File: src/rtl/gapbuf_reader.sv
// Gap-buffer reader: issues one-cycle get pulses, forwards request info downstream,
// enforces a programmable idle gap between gets and tracks protocol errors.
module gapbuf_reader #(
    parameter int INFO = 32,
    parameter int GAPW = 4,
    parameter int CNTW = 16
) (
    input  logic            clk,
    input  logic            rst,
    input  logic            ien,
    input  logic [GAPW-1:0] igap,
    input  logic            flush,
    input  logic            ireq,
    input  logic [INFO-1:0] ireqinfo,
    output logic            oget,
    input  logic            ordy,
    output logic            ovld,
    output logic [INFO-1:0] odat,
    output logic [CNTW-1:0] ocnt,
    output logic            oerr
);

    typedef enum logic [1:0] {
        IDLE,
        GET,
        GAP
    } state_t;

    state_t          state;
    logic [GAPW-1:0] gap_cnt;

    // Combinational so flush and reset can kill the pulse in the same cycle.
    assign oget = (state == GET) & ~flush & ~rst;

    always_ff @(posedge clk) begin
        if (rst) begin
            state   <= IDLE;
            gap_cnt <= '0;
            ovld    <= 1'b0;
            odat    <= '0;
            ocnt    <= '0;
            oerr    <= 1'b0;
        end else begin
            ovld <= 1'b0;
            if (flush) begin
                state   <= IDLE;
                gap_cnt <= '0;
            end else begin
                unique case (state)
                    IDLE: begin
                        if (ien && ireq && ordy)
                            state <= GET;
                    end
                    GET: begin
                        odat    <= ireqinfo;
                        gap_cnt <= igap;
                        ovld    <= 1'b1;
                        ocnt    <= ocnt + CNTW'(1);
                        if (!ireq)
                            oerr <= 1'b1;
                        state <= (igap != '0) ? GAP : IDLE;
                    end
                    GAP: begin
                        gap_cnt <= gap_cnt - GAPW'(1);
                        if (gap_cnt <= GAPW'(1))
                            state <= IDLE;
                    end
                    default: state <= IDLE;
                endcase
            end
        end
    end

endmodule

File: config.mk
export PLATFORM = sky130hd
export DESIGN_NAME = gapbuf_reader
export DESIGN_NICKNAME = d
export VERILOG_FILES = /design/src/rtl/gapbuf_reader.sv
export SDC_FILE = /design/constraint.sdc
export NUM_CORES = 1
export LEC_CHECK = 0
export CAP_MARGIN = 30
export CORE_MARGIN = 2
export CORE_UTILIZATION = 42
export DETAILED_ROUTE_END_ITERATION = 10
export PLACE_DENSITY_LB_ADDON = 0.15
export REMOVE_ABC_BUFFERS = 1
export SLEW_MARGIN = 20
export SYNTH_ARGS = -nofsm -noshare
export SYNTH_HDL_FRONTEND = slang
export SYNTH_SLANG_ARGS = --single-unit
export TNS_END_PERCENT = 30
File: constraint.sdc
create_clock -name clk -period 1.8 [get_ports clk]
set_input_delay 0.45 -clock clk [delete_from_list [all_inputs] [get_ports clk]]
set_output_delay 0.45 -clock clk [all_outputs]
set_load 0.01 [all_outputs]
**After elaboration in Yosys (flattened, before gate mapping)**

Cells that the tools add are included.

- Magnitude comparators: 1
- Add/sub/neg operators: 2
- Shift operators: 0
- Reduce and logical (&&, ||, !) cells: 9
- Bitwise logic cells: 5
- Multiply operators: 0
- Multiplexer cells: 6
- Equality and inequality tests: 4
- Div/mod/pow operators: 0

Operators with widths:

| operator | count |
|---|---|
| adder 16 x 1 -> 16 bit, second input constant | 1 |
| case mux 4 bit (2 select lines) | 1 |
| two-way mux 2 bit | 3 |
| case mux 2 bit (3 select lines) | 1 |
| less-or-equal comparator 4 x 1 -> 1 bit, second input constant | 1 |
| != test 2 bit, second input constant | 2 |
| AND reduction 2 bit | 2 |
| nonzero test 4 bit | 1 |
| subtractor 4 x 1 -> 4 bit, second input constant | 1 |
| NOT 1 bit | 3 |
| AND reduction 3 bit | 1 |
| bitwise AND 1 bit | 2 |
| equality test 2 x 1 -> 1 bit, second input constant | 1 |
| equality test 2 bit, second input constant | 1 |
| logical AND 1 bit | 2 |
| zero test 2 bit | 1 |
| nonzero test 2 bit | 1 |
| OR reduction 2 bit | 1 |
| two-way mux 1 bit | 1 |

- Memories kept: 0
- Memory bits (writable): 0
- Output and inout port bits: 51
- Latch bits: 0
- Bits in registers: 56
- Bits in read-only memories: 0
- Input port bits: 42

**Logic depth before layout (Yosys ltp)**

- Word-level depth: 4
- Gate-level depth with buffers: 7
- Gate-level depth less buffers: 6

**Least setup slack after synthesis**

No wires, ideal clock.

- Kind: register to register
- From: register ocnt[3]
- To: register ocnt[15]
- Path buffers: 1
- Library setup time: 70 ps
- Cell stages (with the launch flop): 6
- Clock period less this slack: 1579 ps
- Data arrival time: 1509 ps
- Data required time: 1730 ps
- Slack: 221 ps
- Path through: dfxtp_1 > and4_1 > buf_6 > nand4_4 > or4_1 > a21oi_1

- Cells in the longest elaborated chain, start to end: 1

RTL lines:

| item | line | text |
|---|---|---|
| start: declaration | 19 | `output logic [CNTW-1:0] ocnt,` |
| start signal: assignment | 58 | `ocnt <= ocnt + CNTW'(1);` |
| adder 16 x 1 -> 16 bit | 58 |  |

No other way between the ends.
A chain may end at the register's enable or synchronous reset.

**Worst setup path after layout**

- From: input flush
- To: output oget

- Cells in the longest elaborated chain, start to end: 3

RTL lines:

| item | line | text |
|---|---|---|
| start: declaration | 12 | `input logic flush,` |
| NOT 1 bit (no source line) | -- |  |
| bitwise AND 1 bit (2 in a row) | 33 | `assign oget = (state == GET) & ~flush & ~rst;` |
| end: declaration | 15 | `output logic oget,` |

No other way between the ends.

==> impl_metrics.toml <==
[sta]
final-setup-viol-count = 0
relSlewSlack_pct = 65.30
fin_crit_ps = 1746
slew_violations = 0
fmax_mhz = 572.6
worst_clock_skew_ps = 8.245
hold_viol = 0
hold_slack_ps = 457.6
worst_pin_slew_ps = 520.5
finalCritPeriodShare_pct = 97.03

[drt]
drt_iter0_markers = 87
drt_first_pass_iters = 4
avgViaCountPerCell = 4.797
wirelength_um = 5431
drt-wirelength-per-cell_um = 12.23
ant_nets = 0
drc = 0
vias = 2130

[logic_synthesis]
post-synth-top-area-fraction_pct = 49.48
seq_area_frac_synth_pct = 49.48
yosysTopAreaCell = "dfxtp_1"
synth_cell_types = 35
synth_cells = 275
yosys_warnings = 0
synth.avg_cell_area_um2 = 8.240
yosys_register_bits = 56
ys_top_cells_by_area = "dfxtp_1 49%, nand2_1 12%, a21oi_1 9.3%"
syn-cell-area_um2 = 2266

[placed_design]
placedCellCount = 436
gp_congestion = 0.8224
hpwl_um = 3796
io_buffers = 92

[global_routing]
grt_use_met3_pct = 4.651
busiest_layer = "met2"
grtUsageMet2_pct = 31.83
grt-ovfl-total = 0
grt_max_degree = 51
antenna_found_initial = 0
grt_usage_pct = 18.03
grt_pass1_wl_um = 8769
met1_usage_pct = 21.48
grt_pass1_vias = 1912

[floorplanning]
die_h_um = 77.45
io_pins = 93
dieArea_um2 = 5999
die_w_um = 77.45
start_util_pct = 43.81
coreArea_um2 = 5172
rows = 26

[clocking]
root_buffer = "clkbuf_8"
cts_hold_buffers = 0
tritoncts = "yes"
cts_setup_buffers = 0
cts_sinks = 56
cts_buffer_depth = 2
clkLatencyLatePin_ps = 310
clk_pin_slew_ps = 100
cts_htree_levels = 2
numCtsBuffers = 5

[worst_setup_path]
crit_type = "input port to output port"
cp_data_arrival_time_ps = 1300
endpoint_kind = "output port"
cp_max_fo = 2
cp-start-kind = "input port"
worst_ep_required_time_ps = 1350

[outcome]
status = "finished clean"

[final_layout]
fillers = 405
final_common_cell = "clkdlybuf4s50_1"
drive_gt1_share_pct = 9.626
stdcell_count = 444
nNetsFinal = 421
num_antenna_cells = 0
area.growth.synth_to_final_pct = 52.73
layout_common_cells = "90 x clkdlybuf4s50_1, 75 x nand2_1, 52 x dfxtp_1, 42 x a21oi_1, 19 x nor2_1"

[min_path]
hold_path_class = "flop to flop"

[flow_run]
max_cap_viol_count = 0

[pwr]
ir_drop_mv = 0.4850
p_leak_nw = 1.251
p_per_area_nw_per_um2 = 701.4
-- per-stage QoR --
step	setup WS (ps)	total power [mW]	util, %	instance area [um^2]	TNS, ps
after floorplan	-98.78	1.334	-	2177	-138.0
after global placement	-425.3	1.476	64.05	3313	-3327
after detailed placement	-413.8	1.479	64.05	3313	-3860
after CTS	3.763	2.458	66.67	3448	0
after global routing	-9.965	2.536	66.91	3461	-9.965
final	53.51	2.427	66.91	3461	0
-- report_power, final --
| group | switching, mW | internal (mW) |
|---|---|---|
| sequential | 0.00623 | 1.25 |
| combinational | 0.0740 | 0.122 |
| clock | 0.416 | 0.560 |
| total | 0.496 | 1.93 |
-- final timing paths --
| kind | from | to | slack [ps] | cells past startpoint |
|---|---|---|---|---|
| max reg2reg | state[1]$_SDFFE_PP0P_ | ocnt[9]$_SDFFE_PP0P_ | 160 | 8 |
| max | flush | oget | 50 | 4 |
| min | odat[3]$_SDFFE_PP0P_ | odat[3]$_SDFFE_PP0P_ | 460 | 2 |
| min reg2reg | odat[3]$_SDFFE_PP0P_ | odat[3]$_SDFFE_PP0P_ | 460 | 2 |
-- registers in the layout, indices dropped and copies added, names as in the netlist --
| signal | count |
|---|---|
| odat | 32 |
| ocnt | 16 |
| gap_cnt | 4 |
| state | 2 |
| oerr | 1 |
| ovld | 1 |
-- Yosys cell counts --
master,n
nand4_1,3
nand2b_1,2
or4_1,1
mux2i_1,2
nor3b_1,1
a221oi_1,1
nor2b_1,1
o41ai_1,1
or3_1,4
inv_1,6
and3_1,1
or2_2,1
dfxtp_1,56
xor2_1,9
nand3_1,5
o31ai_1,2
a211oi_1,1
and4_1,2
clkbuf_1,14
a21oi_1,42
o21ai_0,7
and2b_2,1
a22oi_1,1
buf_6,2
xnor2_1,1
clkbuf_8,1
nor2_1,20
nand2_1,75
o2bb2ai_1,1
a21o_1,1
nor3_1,1
and3_2,1
nand4_4,1
ha_1,6
and4b_1,1
-- cells by family after synthesis --
kind of cell / after synthesis / synth area share (%)
compound gates: 57 / 13.64
xor+xnor: 10 / 3.866
fa+ha+maj: 6 / 3.313
buf+inv: 23 / 4.914
flops: 56 / 49.48
mux: 2 / 0.8835
simple gates: 121 / 23.91
-- final cells by class --
class | instances | area, um^2 | area share (%)
clock buffers | 5 | 68.82 | 1.988
repair buffers | 108 | 1044 | 30.15
clock inverters | 3 | 68.82 | 1.988
well taps | 70 | 87.58 | 2.531
flip-flops and latches | 56 | 1126 | 32.54
inverters | 6 | 22.52 | 0.6508
multi-input cells | 196 | 1044 | 30.15
-- what timing repair did --
| item | CTS | global route |
|---|---|---|
| resized for setup | 5 | 5 |
| setup endpoints to repair | 1 | 5 |
| pin swaps | 1 | 1 |
-- worst max-delay path, stage by stage --
cell,delay (ps)
clkdlybuf4s50_1,430
nand2b_4,160
nor2_2,110
buf_2,150
-- metal layers --
metal	vias to the layer above	share of wire, %	wire length [um]
li1	1101	-	-
met5	-	0	0
met3	7	5.4	291
met1	969	44	2396
met4	0	1.0	56
met2	53	49	2687
Note: power is estimated with default switching activity, not from simulation.
